`src/rtl/vending_pkg.sv`:
```
// Shared types, coin constants and coin helper functions for the vending controller.
package vending_pkg;

  typedef enum logic [1:0] {
    ST_IDLE   = 2'd0,
    ST_VEND   = 2'd1,
    ST_CHANGE = 2'd2,
    ST_ERROR  = 2'd3
  } state_e;

  localparam int unsigned COIN_W    = 3;
  localparam int unsigned NICKEL_C  = 5;
  localparam int unsigned DIME_C    = 10;
  localparam int unsigned QUARTER_C = 25;

  localparam int unsigned IDX_NICKEL  = 0;
  localparam int unsigned IDX_DIME    = 1;
  localparam int unsigned IDX_QUARTER = 2;

  localparam logic [COIN_W-1:0] COIN_NONE    = 3'b000;
  localparam logic [COIN_W-1:0] COIN_NICKEL  = 3'b001;
  localparam logic [COIN_W-1:0] COIN_DIME    = 3'b010;
  localparam logic [COIN_W-1:0] COIN_QUARTER = 3'b100;

  // Largest coin not exceeding the balance; none when the balance is below a nickel.
  function automatic logic [COIN_W-1:0] greedy_coin(input logic [31:0] bal);
    if (bal >= QUARTER_C)     return COIN_QUARTER;
    else if (bal >= DIME_C)   return COIN_DIME;
    else if (bal >= NICKEL_C) return COIN_NICKEL;
    else                      return COIN_NONE;
  endfunction

  // Highest-value coin among simultaneous insertion events.
  function automatic logic [COIN_W-1:0] coin_priority(input logic [COIN_W-1:0] evt);
    if (evt[IDX_QUARTER])     return COIN_QUARTER;
    else if (evt[IDX_DIME])   return COIN_DIME;
    else if (evt[IDX_NICKEL]) return COIN_NICKEL;
    else                      return COIN_NONE;
  endfunction

  // Cent value of a one-hot coin.
  function automatic logic [31:0] coin_value(input logic [COIN_W-1:0] oh);
    case (oh)
      COIN_QUARTER: return 32'(QUARTER_C);
      COIN_DIME:    return 32'(DIME_C);
      COIN_NICKEL:  return 32'(NICKEL_C);
      default:      return 32'd0;
    endcase
  endfunction

endpackage

```
`src/rtl/vending_change_gen.sv`:
```
// Greedy change step: picks the largest coin that fits the balance and its value.
module vending_change_gen
  import vending_pkg::*;
#(
  parameter int unsigned BAL_W = 8
) (
  input  logic [BAL_W-1:0]  balance_i,
  output logic [COIN_W-1:0] coin_o,
  output logic [BAL_W-1:0]  value_o
);

  // Pure combinational coin selection.
  always_comb begin
    coin_o  = greedy_coin(32'(balance_i));
    value_o = BAL_W'(coin_value(coin_o));
  end

endmodule

```
`src/rtl/vending_ctrl_param.sv`:
```
// Parametrised vending controller: multi-item pricing, coin edge detection,
// overpayment guard, ready/valid vend handshake and greedy change return.
// Optional macro TIMEOUT_EN adds an inactivity auto-refund in IDLE.
module vending_ctrl_param
  import vending_pkg::*;
#(
  parameter int unsigned                 NUM_ITEMS   = 3,
  parameter int unsigned                 BAL_W       = 8,
  parameter int unsigned                 MAX_BAL     = 200,
  parameter logic [NUM_ITEMS*BAL_W-1:0]  PRICES      = {8'd70, 8'd50, 8'd15},
  parameter int unsigned                 ERR_CYCLES  = 4,
  parameter int unsigned                 TIMEOUT_CYC = 1000
) (
  input  logic                          clk,
  input  logic                          rst_n,
  input  logic [2:0]                    coin_in,
  input  logic [NUM_ITEMS-1:0]          sel,
  input  logic                          cancel,
  output logic                          vend_valid,
  output logic [$clog2(NUM_ITEMS)-1:0]  vend_item,
  input  logic                          vend_ready,
  output logic [2:0]                    change_coin,
  output logic                          coin_reject,
  output logic                          err,
  output logic [BAL_W-1:0]              balance
);

  localparam int unsigned IDX_W = $clog2(NUM_ITEMS);
  localparam int unsigned SUM_W = BAL_W + 1;
  localparam int unsigned ERR_W = (ERR_CYCLES > 1) ? $clog2(ERR_CYCLES) : 1;

  state_e              state_q, state_d;
  logic [BAL_W-1:0]    balance_q, balance_d;
  logic                vend_valid_q, vend_valid_d;
  logic [IDX_W-1:0]    vend_item_q, vend_item_d;
  logic [COIN_W-1:0]   change_coin_q, change_coin_d;
  logic                coin_reject_q, coin_reject_d;
  logic                err_q, err_d;
  logic [ERR_W-1:0]    err_cnt_q, err_cnt_d;
  logic                sel_armed_q, sel_armed_d;
  logic [COIN_W-1:0]   coin_hist_q;

  logic [COIN_W-1:0]   coin_evt, coin_top;
  logic                coin_any, coin_multi, coin_fits;
  logic [BAL_W-1:0]    coin_val;
  logic [SUM_W-1:0]    coin_sum;
  logic                sel_found;
  logic [IDX_W-1:0]    sel_idx;
  logic [BAL_W-1:0]    sel_price, vend_price, vend_rem;
  logic [COIN_W-1:0]   gen_coin;
  logic [BAL_W-1:0]    gen_value, change_rem;

`ifdef TIMEOUT_EN
  localparam int unsigned TO_W = $clog2(TIMEOUT_CYC + 1);
  logic [TO_W-1:0]     to_cnt_q, to_cnt_d;
  logic                activity;
`else
  logic                unused_timeout;
  assign unused_timeout = (TIMEOUT_CYC == 0);
`endif

  vending_change_gen #(.BAL_W(BAL_W)) u_change_gen (
    .balance_i (balance_q),
    .coin_o    (gen_coin),
    .value_o   (gen_value)
  );

  // Coin edge detection, priority pick and overflow check.
  always_comb begin
    coin_evt   = coin_in & ~coin_hist_q;
    coin_any   = |coin_evt;
    coin_top   = coin_priority(coin_evt);
    coin_multi = (coin_evt != coin_top);
    coin_val   = BAL_W'(coin_value(coin_top));
    coin_sum   = SUM_W'(balance_q) + SUM_W'(coin_val);
    coin_fits  = (coin_sum <= SUM_W'(MAX_BAL));
  end

  // Lowest-index selected item and price lookups for selection and vend.
  always_comb begin
    sel_found  = 1'b0;
    sel_idx    = '0;
    sel_price  = '0;
    vend_price = '0;
    for (int i = 0; i < int'(NUM_ITEMS); i++) begin
      if (sel[i] && !sel_found) begin
        sel_found = 1'b1;
        sel_idx   = IDX_W'(i);
        sel_price = PRICES[i*BAL_W +: BAL_W];
      end
      if (vend_item_q == IDX_W'(i)) begin
        vend_price = PRICES[i*BAL_W +: BAL_W];
      end
    end
    vend_rem   = balance_q - vend_price;
    change_rem = balance_q - gen_value;
  end

  // Next-state and registered-output computation.
  always_comb begin
    state_d       = state_q;
    balance_d     = balance_q;
    vend_valid_d  = 1'b0;
    vend_item_d   = vend_item_q;
    change_coin_d = COIN_NONE;
    coin_reject_d = 1'b0;
    err_d         = 1'b0;
    err_cnt_d     = err_cnt_q;
    sel_armed_d   = (sel == '0) ? 1'b1 : sel_armed_q;
`ifdef TIMEOUT_EN
    to_cnt_d      = '0;
    activity      = coin_any | (|sel) | cancel;
`endif

    case (state_q)
      ST_IDLE: begin
        if (cancel && (balance_q != '0)) begin
          state_d       = ST_CHANGE;
          coin_reject_d = coin_any;
        end else if (sel_found && sel_armed_q) begin
          coin_reject_d = coin_any;
          sel_armed_d   = 1'b0;
          if (balance_q >= sel_price) begin
            state_d      = ST_VEND;
            vend_valid_d = 1'b1;
            vend_item_d  = sel_idx;
          end else begin
            state_d   = ST_ERROR;
            err_d     = 1'b1;
            err_cnt_d = '0;
          end
        end else if (coin_any) begin
          if (coin_fits) begin
            balance_d     = coin_sum[BAL_W-1:0];
            coin_reject_d = coin_multi;
          end else begin
            coin_reject_d = 1'b1;
          end
        end
`ifdef TIMEOUT_EN
        if (!activity && (balance_q != '0)) begin
          if (to_cnt_q == TO_W'(TIMEOUT_CYC)) begin
            state_d = ST_CHANGE;
          end else begin
            to_cnt_d = to_cnt_q + TO_W'(1);
          end
        end
`endif
      end

      ST_VEND: begin
        vend_valid_d  = 1'b1;
        coin_reject_d = coin_any;
        if (vend_ready) begin
          vend_valid_d = 1'b0;
          balance_d    = vend_rem;
          state_d      = (vend_rem != '0) ? ST_CHANGE : ST_IDLE;
        end
      end

      ST_CHANGE: begin
        coin_reject_d = coin_any;
        if (balance_q == '0) begin
          state_d = ST_IDLE;
        end else begin
          change_coin_d = gen_coin;
          balance_d     = change_rem;
          if (change_rem == '0) state_d = ST_IDLE;
        end
      end

      ST_ERROR: begin
        coin_reject_d = coin_any;
        if (err_cnt_q == ERR_W'(ERR_CYCLES - 1)) begin
          state_d = ST_IDLE;
        end else begin
          err_d     = 1'b1;
          err_cnt_d = err_cnt_q + ERR_W'(1);
        end
      end

      default: state_d = ST_IDLE;
    endcase
  end

  // State and datapath registers; reset drops any pending request and credit.
  always_ff @(posedge clk or negedge rst_n) begin
    if (!rst_n) begin
      state_q       <= ST_IDLE;
      balance_q     <= '0;
      vend_valid_q  <= 1'b0;
      vend_item_q   <= '0;
      change_coin_q <= '0;
      coin_reject_q <= 1'b0;
      err_q         <= 1'b0;
      err_cnt_q     <= '0;
      sel_armed_q   <= 1'b0;
      coin_hist_q   <= '0;
    end else begin
      state_q       <= state_d;
      balance_q     <= balance_d;
      vend_valid_q  <= vend_valid_d;
      vend_item_q   <= vend_item_d;
      change_coin_q <= change_coin_d;
      coin_reject_q <= coin_reject_d;
      err_q         <= err_d;
      err_cnt_q     <= err_cnt_d;
      sel_armed_q   <= sel_armed_d;
      coin_hist_q   <= coin_in;
    end
  end

`ifdef TIMEOUT_EN
  // Inactivity counter register.
  always_ff @(posedge clk or negedge rst_n) begin
    if (!rst_n) to_cnt_q <= '0;
    else        to_cnt_q <= to_cnt_d;
  end
`endif

  assign vend_valid  = vend_valid_q;
  assign vend_item   = vend_item_q;
  assign change_coin = change_coin_q;
  assign coin_reject = coin_reject_q;
  assign err         = err_q;
  assign balance     = balance_q;

endmodule

```
`config.mk`:
```
export PLATFORM = sky130hd
export DESIGN_NAME = vending_ctrl_param
export DESIGN_NICKNAME = d
export VERILOG_FILES = /design/src/rtl/vending_pkg.sv /design/src/rtl/vending_change_gen.sv /design/src/rtl/vending_ctrl_param.sv
export SDC_FILE = /design/constraint.sdc
export NUM_CORES = 1
export LEC_CHECK = 0
export CAP_MARGIN = 5
export CORE_MARGIN = 4
export CORE_UTILIZATION = 50
export DETAILED_ROUTE_END_ITERATION = 12
export DONT_BUFFER_PORTS = 1
export PLACE_DENSITY = 0.7
export SLEW_MARGIN = 20
export SYNTH_ARGS = -nofsm -noshare
export SYNTH_HDL_FRONTEND = slang
export SYNTH_HIERARCHICAL = 1
export SYNTH_SLANG_ARGS = --single-unit
```
`constraint.sdc`:
```
create_clock -name clk -period 4.2 [get_ports clk]
set_input_delay 0.63 -clock clk [delete_from_list [all_inputs] [get_ports clk]]
set_output_delay 0.63 -clock clk [all_outputs]
set_load 0.05 [all_outputs]
```
==> results of run 1 <==
[registers in the layout, summed over array words and instances, names as in the netlist]
| name | count |
|---|---|
| change_coin | 3 |
| vend_item | 2 |
| state_q | 2 |
| err_cnt_q | 2 |
| err | 1 |
| coin_reject | 1 |
| coin_hist_q | 3 |
| sel_armed_q | 1 |
| vend_valid | 1 |
| balance | 8 |
[area by class of cell]
type                    count  share of cell area (%)
inverters                  28                   3.657
well taps                  70                   3.047
clock buffers               3                   1.437
multi-input cells         267                   68.57
flip-flops and latches     24                   20.94
repair buffers              9                   2.351
[synthesized netlist by cell type, types with 4 or more instances]
| library cell | number |
|---|---|
| a211oi_1 | 5 |
| a21o_1 | 4 |
| a21oi_1 | 17 |
| a221oi_1 | 4 |
| a31oi_1 | 4 |
| and2_1 | 4 |
| clkbuf_8 | 4 |
| dfrtp_1 | 24 |
| ha_1 | 33 |
| inv_1 | 28 |
| mux2_2 | 7 |
| mux2i_1 | 9 |
| nand2_1 | 18 |
| nand2b_1 | 9 |
| nand3_1 | 6 |
| nor2_1 | 40 |
| nor3_1 | 9 |
| nor3b_1 | 4 |
| nor4_1 | 6 |
| o211ai_1 | 4 |
| o21ai_0 | 16 |
| o22ai_1 | 4 |
| xnor2_1 | 5 |
| xor2_1 | 6 |
[worst reg2reg max path: cells and delay by family (launching register included)]
kind / cells / cell delay (ps)
buf+inv: 1 / 50
fa+ha+maj: 2 / 590
compound gates: 4 / 780
flops: 1 / 660
simple gates: 4 / 1260
xor+xnor: 1 / 150
mux: 1 / 310
[metal layers]
metal | global-route usage, % | vias up | part of all wire [%]
li1 | - | 1195 | -
met5 | 0 | - | 0
met1 | 29.16 | 1205 | 47
met3 | 3.254 | 4 | 4.0
met4 | 3.488 | 0 | 0.68
met2 | 36.14 | 47 | 48
[cell families after synthesis]
kind of cell	count (synthesis)	share of synthesized area, %
xor gates and xnor gates	11	3.500
DFF	24	21.82
other	1	0.1362
and+or+nand+nor	118	22.23
adders and majority gates	36	17.18
muxes	16	6.137
AOI/OAI and AO/OA	83	21.95
buffers and inverters	36	7.045
[path summary, 6_finish.rpt]
| kind | endpoint | slack (ps) | start |
|---|---|---|---|
| worst max-delay path | state_q[1] | 300 | balance[2] |
| worst min-delay path | sel_armed_q | 50 | rst_n |
| worst max register to register | state_q[1] | 300 | balance[2] |
| worst min register to register | sel_armed_q | 530 | sel_armed_q |
| max in group asynchronous | balance[3] | 4070 | rst_n |
| min in group clk | coin_hist_q[0] | 380 | coin_in[0] |
[repair_timing]
action	CTS	global route
gates resized for setup	0	2
endpoints found under the setup margin	0	1
hold buffers	0	0
hold endpoints to repair	0	0
[through the flow]
step           area, um2  utilization, %  std cells
3_3_place_gp        2826           54.30        398
6_report            2874           55.22        401
4_1_cts             2868           55.10        401
5_1_grt             2874           55.22        401
3_5_place_dp        2826           54.30        398
2_1_floorplan       2760               -        327
==> results.tsv, run 1 <==
stage	metric	value	unit
floorplan	die area	6756	um2
detailed_routing	Via density	6.112	
timing	hold slack	47.75	ps
logic_synthesis	top post-synthesis cells by area	dfrtp_1, ha_1, nor2_1	
place	RePlAce Congestion	0.8870	
global_routing	gr usage total	21.37	%
timing	clock skew	2.031	ps
logic_synthesis	Synth area leader	dfrtp_1	
worst_setup_path	CP max stage delay	660	ps
cts	deepest clock path buffer count	2	
logic_synthesis	register area share after synthesis	21.82	%
place	IO buf count	0	
floorplan	Die Y	82.20	um
worst_setup_path	Worst Path Max Fanout	12	
worst_setup_path	Required @ worst endpoint	4360	ps
detailed_routing	DRT Wirelength	6773	um
worst_setup_path	kind of critical path	reg2reg	
timing	setup_tns	0	ps
global_routing	grt ovf	0	
layout	Fillers	500	
place	HPWL after DPL	5243	um
detailed_routing	1st-iter DRT viols	192	
worst_setup_path	crit path max-delay cell type	dfrtp_1	
detailed_routing	drt pass-1 iters	4	
global_routing	number of antenna violations at the first check in global routing	0	
timing	Setup WS post-layout	300.8	ps
cts	Clock Pin Slew Worst Setup and Hold Paths	90	ps
cts	CTS sink count	24	
worst_setup_path	Crit path depth	13	
logic_synthesis	mean area per synthesized cell	8.470	um2
logic_synthesis	FF+latch count, synth	24	
run	max_cap viols	0	
detailed_routing	vias	2451	
outcome	status	completed	
logic_synthesis	Yosys top cell area share	21.82	%
logic_synthesis	Synth async-reset ratio	100.0	%
timing	Slew headroom	54.47	%
logic_synthesis	top_reg_cell synth	dfrtp_1	
layout	Ant. Diodes	0	
logic_synthesis	Post-Syn Instances	325	
logic_synthesis	Cell Area, Synth	2753	um2
worst_hold_path	worst min path class	in2async	
floorplan	# rows	26	
layout	register area	601.8	um2
worst_setup_path	Crit path arrival time	4060	ps
detailed_routing	WL per Instance	16.89	um
cts	CTS tree	built	
worst_setup_path	critical path, cell by cell	nor3b_1, a211oi_1, o21ai_0, ha_1, inv_1, fa_1, a211oi_1, nor2_1, xnor2_1, or4_1, nor4bb_1, o21ai_0, mux2_2	
timing	final-report max-slew violation count	0	
global_routing	pin count of the biggest net entering global routing	25	
timing	Final Setup Violations	0	
logic_synthesis	Ys Warns	6	
global_routing	first-pass GRT wire length	11220	um
floorplan	Starting Density	52.88	%
detailed_routing	Residual DRC	0	
floorplan	die width	82.20	um
logic_synthesis	EDFF count, synth	0	
worst_setup_path	Reg2Reg Depth	13	
floorplan	core area	5205	um2
layout	most frequent cells in the layout	nor2_1, ha_1, inv_1, dfrtp_1, nand2_1	
timing	RSZ-0062 raised after global routing	false	
timing	Hold Vio Cnt, Final	0	
detailed_routing	final antenna-violating net count	0	
cts	TritonCTS Buffers	3	
layout	commonest non-fill, non-tap cell in the layout	nor2_1	
timing	Fmax achieved	256.5	MHz
layout	area of the multi-input gates	1971	um2
cts	CTS root buf	clkbuf_8	
place	dpl ws	302.0	ps
worst_setup_path	Worst Path Buf+Inv	1	
cts	clock latency on the worst-skew pair	270	ps
worst_setup_path	Setup crit end kind	flip-flop	
global_routing	vias in the first global route	2357	
timing	final worst-path cycle share	92.84	%
worst_setup_path	Top delay family on crit path	simple AND/OR/NAND/NOR gates	
timing	slew of the pin with the lowest slew margin	678.8	ps
layout	final-stage net count	379	
worst_setup_path	Critical Path Start Type	flip-flop	
layout	Area Overhead vs Synth	4.409	%
logic_synthesis	post-synth cell types	61	
floorplan	IO Count	26	
layout	ratio of cells with drive above 1 in the final layout	11.18	%
cts	H-tree levels	1	
cts	Post-CTS Setup Inserts	0	
timing	Tmin final	3899	ps
Power of run 1 is left out: the tool's default activity adds up to more than one toggle a clock period on the data nets, which glitch-free logic cannot reach.
==> run 2: changes to the inputs <==
==> constraint.sdc (replaced) <==
create_clock -name clk -period 4.2 [get_ports clk]
set_input_delay 0.84 -clock clk [delete_from_list [all_inputs] [get_ports clk]]
set_output_delay 0.84 -clock clk [all_outputs]
set_load 0.05 [all_outputs]
==> results.tsv, run 2 (synthesized netlist as in run 1, its figures left out) <==
stage	metric	value	unit	change
outcome	status	completed		unchanged
floorplan	die area	6756	um2	unchanged
timing	clock skew	5.135	ps	was 2.031 ps
global_routing	first-pass GRT wire length	11600	um	was 11,220 um
place	IO buf count	0		unchanged
global_routing	busiest metal layer after global routing	met2		unchanged
cts	CTS sink count	24		unchanged
detailed_routing	Via density	6.082		was 6.112
timing	Hold Vio Cnt, Final	0		unchanged
worst_setup_path	CP max stage delay	540	ps	was 660 ps
layout	commonest non-fill, non-tap cell in the layout	nor2_1		unchanged
cts	post-cts resize count	0		unchanged
worst_setup_path	crit path max-delay cell type	or4_1		was dfrtp_1
worst_setup_path	critical path, cell by cell	o311ai_2, o21ai_0, nor2_1, inv_1, fa_1, a211oi_1, nor2_1, xnor2_1, or4_1, nor4bb_1, o21ai_0, mux2_2		was nor3b_1, a211oi_1, o21ai_0, ha_1, inv_1, fa_1, a211oi_1, nor2_1, xnor2_1, or4_1, nor4bb_1, o21ai_0, mux2_2
timing	RSZ-0062 raised after global routing	false		unchanged
global_routing	number of antenna violations at the first check in global routing	0		unchanged
cts	deepest clock path buffer count	2		unchanged
detailed_routing	DRT Wirelength	6917	um	was 6773 um
detailed_routing	WL per Instance	17.12	um	was 16.89 um
layout	Ant. Diodes	0		unchanged
worst_setup_path	CP startpoint	balance[2]		unchanged
detailed_routing	1st-iter DRT viols	212		was 192
floorplan	# rows	26		unchanged
global_routing	vias in the first global route	2284		was 2,357
worst_setup_path	crit path capture	state_q[1]		unchanged
cts	CTS root buf	clkbuf_8		unchanged
floorplan	IO Count	26		unchanged
cts	clock latency on the worst-skew pair	270	ps	about the same
layout	most frequent cells in the layout	nor2_1, ha_1, inv_1, dfrtp_1, nand2_1		unchanged
floorplan	die width	82.20	um	unchanged
global_routing	met3 Use GR	3.362	%	was 3.254%
global_routing	grt ovf	0		unchanged
global_routing	met1 Use GR	32.17	%	was 29.16%
layout	ratio of cells with drive above 1 in the final layout	11.38	%	was 11.18%
timing	final worst-path cycle share	89.87	%	was 92.84%
timing	Tmin final	3775	ps	was 3899 ps
cts	H-tree levels	1		unchanged
worst_setup_path	Setup crit end kind	flip-flop		unchanged
worst_setup_path	worst reg-to-reg setup slack	430	ps	was 300 ps
timing	slew of the pin with the lowest slew margin	622.4	ps	was 678.8 ps
timing	final-report max-slew violation count	0		unchanged
run	max_cap viols	0		unchanged
timing	Slew headroom	58.26	%	was 54.47%
timing	setup_tns	0	ps	unchanged
global_routing	met2 usage	33.25	%	was 36.14%
floorplan	Die Y	82.20	um	unchanged
cts	hold_buf cts	0		unchanged
cts	TritonCTS Buffers	3		unchanged
worst_setup_path	Critical Path Start Type	flip-flop		unchanged
layout	Final Util	55.65	%	was 55.22%
worst_setup_path	Crit path arrival time	3940	ps	was 4060 ps
timing	Fmax achieved	264.9	MHz	was 256.5 MHz
detailed_routing	final antenna-violating net count	0		unchanged
floorplan	Starting Density	52.88	%	unchanged
worst_setup_path	kind of critical path	reg2reg		unchanged
global_routing	pin count of the biggest net entering global routing	25		unchanged
cts	Clock Pin Slew Worst Setup and Hold Paths	90	ps	about the same
place	HPWL after DPL	5322	um	was 5243 um
layout	final-stage net count	381		was 379
detailed_routing	drt pass-1 iters	4		unchanged
worst_setup_path	Required @ worst endpoint	4370	ps	was 4360 ps
floorplan	core area	5205	um2	unchanged
layout	Area Overhead vs Synth	5.227	%	was 4.409%
detailed_routing	Residual DRC	0		unchanged
cts	CTS tree	built		unchanged
timing	Final Setup Violations	0		unchanged
worst_setup_path	R2R Path End	state_q[1]		unchanged
worst_setup_path	Worst Path Max Fanout	7		was 12
place	RePlAce Congestion	0.8798		was 0.8870
detailed_routing	vias	2457		was 2,451
worst_setup_path	RR Startpoint	balance[2]		unchanged
global_routing	gr usage total	22.00	%	was 21.37%
worst_setup_path	Reg2Reg Depth	12		was 13
layout	Largest register FFs	8		unchanged
worst_hold_path	worst min path class	in2async		unchanged
cts	Post-CTS Setup Inserts	0		unchanged
run 2: how the worst min path moves through the flow:
stage | endpoint | slack [ps]
3_5_place_dp | sel_armed_q | 480
6_report | err_cnt_q[0] | 250
4_1_cts | sel_armed_q | 240
5_1_grt | vend_item[1] | 230
3_3_place_gp | sel_armed_q | 480
2_1_floorplan | sel_armed_q | 460
run 2: critical path: cells and delay by family, from the launching register on:
kind                       cells  cell delay (ps)
DFF                            1              460
xor gates and xnor gates       1              160
buffers and inverters          1               70
and+or+nand+nor                4             1080
muxes                          1              310
AOI/OAI and AO/OA              4             1150
adders and majority gates      1              440
run 2: routing by layer:
metal	vias up	part of all wire, %
li1	1205	-
met1	1145	45
met2	94	47
met3	13	7.0
met4	0	1.7
met5	-	0
run 2: stage by stage:
step	worst slack, ps	hold slack, ps	cells	area [um2]
2_1_floorplan	457.0	455.6	327	2760
3_3_place_gp	263.7	481.1	400	2841
3_5_place_dp	252.9	479.9	400	2841
4_1_cts	515.7	241.2	404	2897
5_1_grt	274.7	228.6	404	2897
6_report	425.3	246.9	404	2897
run 2: final cells by class:
cell class              count  area [um2]
flip-flops and latches     24       600.6
well taps                  70       87.58
repair buffers             11       82.58
fillers                   501        2308
multi-input cells         267        1966
clock buffers               4       55.05
inverters                  28       105.1
Power of run 2 is left out for the same reason.
==> run 3: changes to the inputs <==
- MAX_ROUTING_LAYER: default -> met4
- clock period: 4.2 -> 4.5 ns (I/O delays scaled with it)
==> results.tsv, run 3 (synthesized netlist as in run 1, its figures left out) <==
stage	metric	value	unit	change
detailed_routing	DRT Wirelength	7111	um	was 6917 um
layout	Fillers	466		was 501
global_routing	gr usage total	22.67	%	was 22.00%
global_routing	pin count of the biggest net entering global routing	25		unchanged
detailed_routing	Via density	6.259		was 6.082
detailed_routing	drt pass-1 iters	5		was 4
run	max_cap viols	0		unchanged
cts	post-cts resize count	0		unchanged
detailed_routing	1st-iter DRT viols	204		was 212
worst_setup_path	Critical Path Start Type	flip-flop		unchanged
floorplan	die width	82.20	um	unchanged
cts	clock latency on the worst-skew pair	280	ps	was 270 ps
layout	Ant. Diodes	0		unchanged
detailed_routing	Residual DRC	0		unchanged
layout	commonest non-fill, non-tap cell in the layout	nor2_1		unchanged
cts	deepest clock path buffer count	2		unchanged
timing	Final Setup Violations	0		unchanged
worst_setup_path	kind of critical path	reg2reg		unchanged
floorplan	core area	5205	um2	unchanged
worst_hold_path	worst min path class	in2async		unchanged
place	RePlAce Congestion	0.8973		was 0.8798
layout	most frequent cells in the layout	nor2_1, ha_1, inv_1, dfrtp_1, nand2_1		unchanged
place	HPWL after DPL	5357	um	was 5322 um
cts	CTS sink count	24		unchanged
detailed_routing	WL per Instance	17.69	um	was 17.12 um
timing	clock skew	8.664	ps	was 5.135 ps
cts	hold_buf cts	0		unchanged
worst_setup_path	Worst Path Max Fanout	7		unchanged
timing	Slew headroom	53.71	%	was 58.26%
layout	Area Overhead vs Synth	4.682	%	was 5.227%
global_routing	vias in the first global route	2359		was 2,284
cts	CTS tree	built		unchanged
cts	TritonCTS Buffers	3		unchanged
timing	Hold Vio Cnt, Final	0		unchanged
worst_setup_path	Setup crit end kind	flip-flop		unchanged
detailed_routing	final antenna-violating net count	0		unchanged
worst_setup_path	Crit path arrival time	3970	ps	was 3940 ps
detailed_routing	vias	2516		was 2,457
cts	CTS root buf	clkbuf_8		unchanged
floorplan	# rows	26		unchanged
floorplan	IO Count	26		unchanged
floorplan	Die Y	82.20	um	unchanged
layout	ratio of cells with drive above 1 in the final layout	10.84	%	was 11.38%
layout	Largest register FFs	8		unchanged
global_routing	first-pass GRT wire length	11490	um	was 11,600 um
floorplan	die area	6756	um2	unchanged
timing	setup_tns	0	ps	unchanged
outcome	status	completed		unchanged
timing	final-report max-slew violation count	0		unchanged
layout	final-stage net count	379		was 381
place	IO buf count	0		unchanged
worst_setup_path	Required @ worst endpoint	4670	ps	was 4370 ps
timing	Fmax achieved	263.6	MHz	was 264.9 MHz
cts	Clock Pin Slew Worst Setup and Hold Paths	100	ps	was 90 ps
timing	Tmin final	3794	ps	was 3775 ps
timing	slew of the pin with the lowest slew margin	690.2	ps	was 622.4 ps
cts	Post-CTS Setup Inserts	0		unchanged
global_routing	grt ovf	0		unchanged
global_routing	number of antenna violations at the first check in global routing	0		unchanged
floorplan	Starting Density	52.88	%	unchanged
timing	RSZ-0062 raised after global routing	false		unchanged
timing	final worst-path cycle share	84.31	%	was 89.87%
cts	H-tree levels	1		unchanged
## run 3: metrics by stage
step	util, %	hold WS (ps)	setup WS (ps)	cell area (um2)	cells
2_1_floorplan	-	455.6	757.0	2760	327
6_report	55.36	298.5	706.2	2882	402
4_1_cts	55.36	304.3	810.4	2882	402
3_5_place_dp	54.30	482.7	527.2	2826	398
3_3_place_gp	54.30	472.3	606.7	2826	398
5_1_grt	55.36	291.9	538.8	2882	402
## run 3: worst paths after layout
path                             start             end  slack (ps)  cells past startpoint
max                         balance[2]      state_q[1]         710                     13
min                              rst_n  coin_hist_q[0]         300                      0
max reg2reg                 balance[2]      state_q[1]         710                     13
min reg2reg                sel_armed_q     sel_armed_q         510                      1
max in group asynchronous        rst_n      balance[1]        4120                      0
min in group clk           sel_armed_q     sel_armed_q         510                      1
## run 3: layout make-up
type,instances,area (um2),share of cell area [%]
multi-input combinational,267,1966,68.22
sequential,24,600.6,20.84
inverter,28,105.1,3.647
tap,70,87.58,3.040
timing repair buffer,9,67.56,2.345
clock buffer,4,55.05,1.911
## run 3: layer usage
metal / up-vias / share of wire, % / track usage (%)
met1: 1186 / 45 / 30.03
met3: 18 / 6.9 / 3.471
met5: - / 0 / -
met4: 0 / 2.2 / 8.306
li1: 1203 / - / -
met2: 109 / 46 / 34.94
## run 3: critical path: stages, from the launching register on
cell	delay [ps]
dfrtp_1	470
nor3b_1	310
a211oi_1	90
o21ai_0	190
ha_1	190
inv_1	60
fa_1	410
a211oi_1	310
nor2_1	110
xnor2_1	150
or4_1	520
nor4bb_1	370
o21ai_0	200
mux2_2	310
Power of run 3 is left out for the same reason.
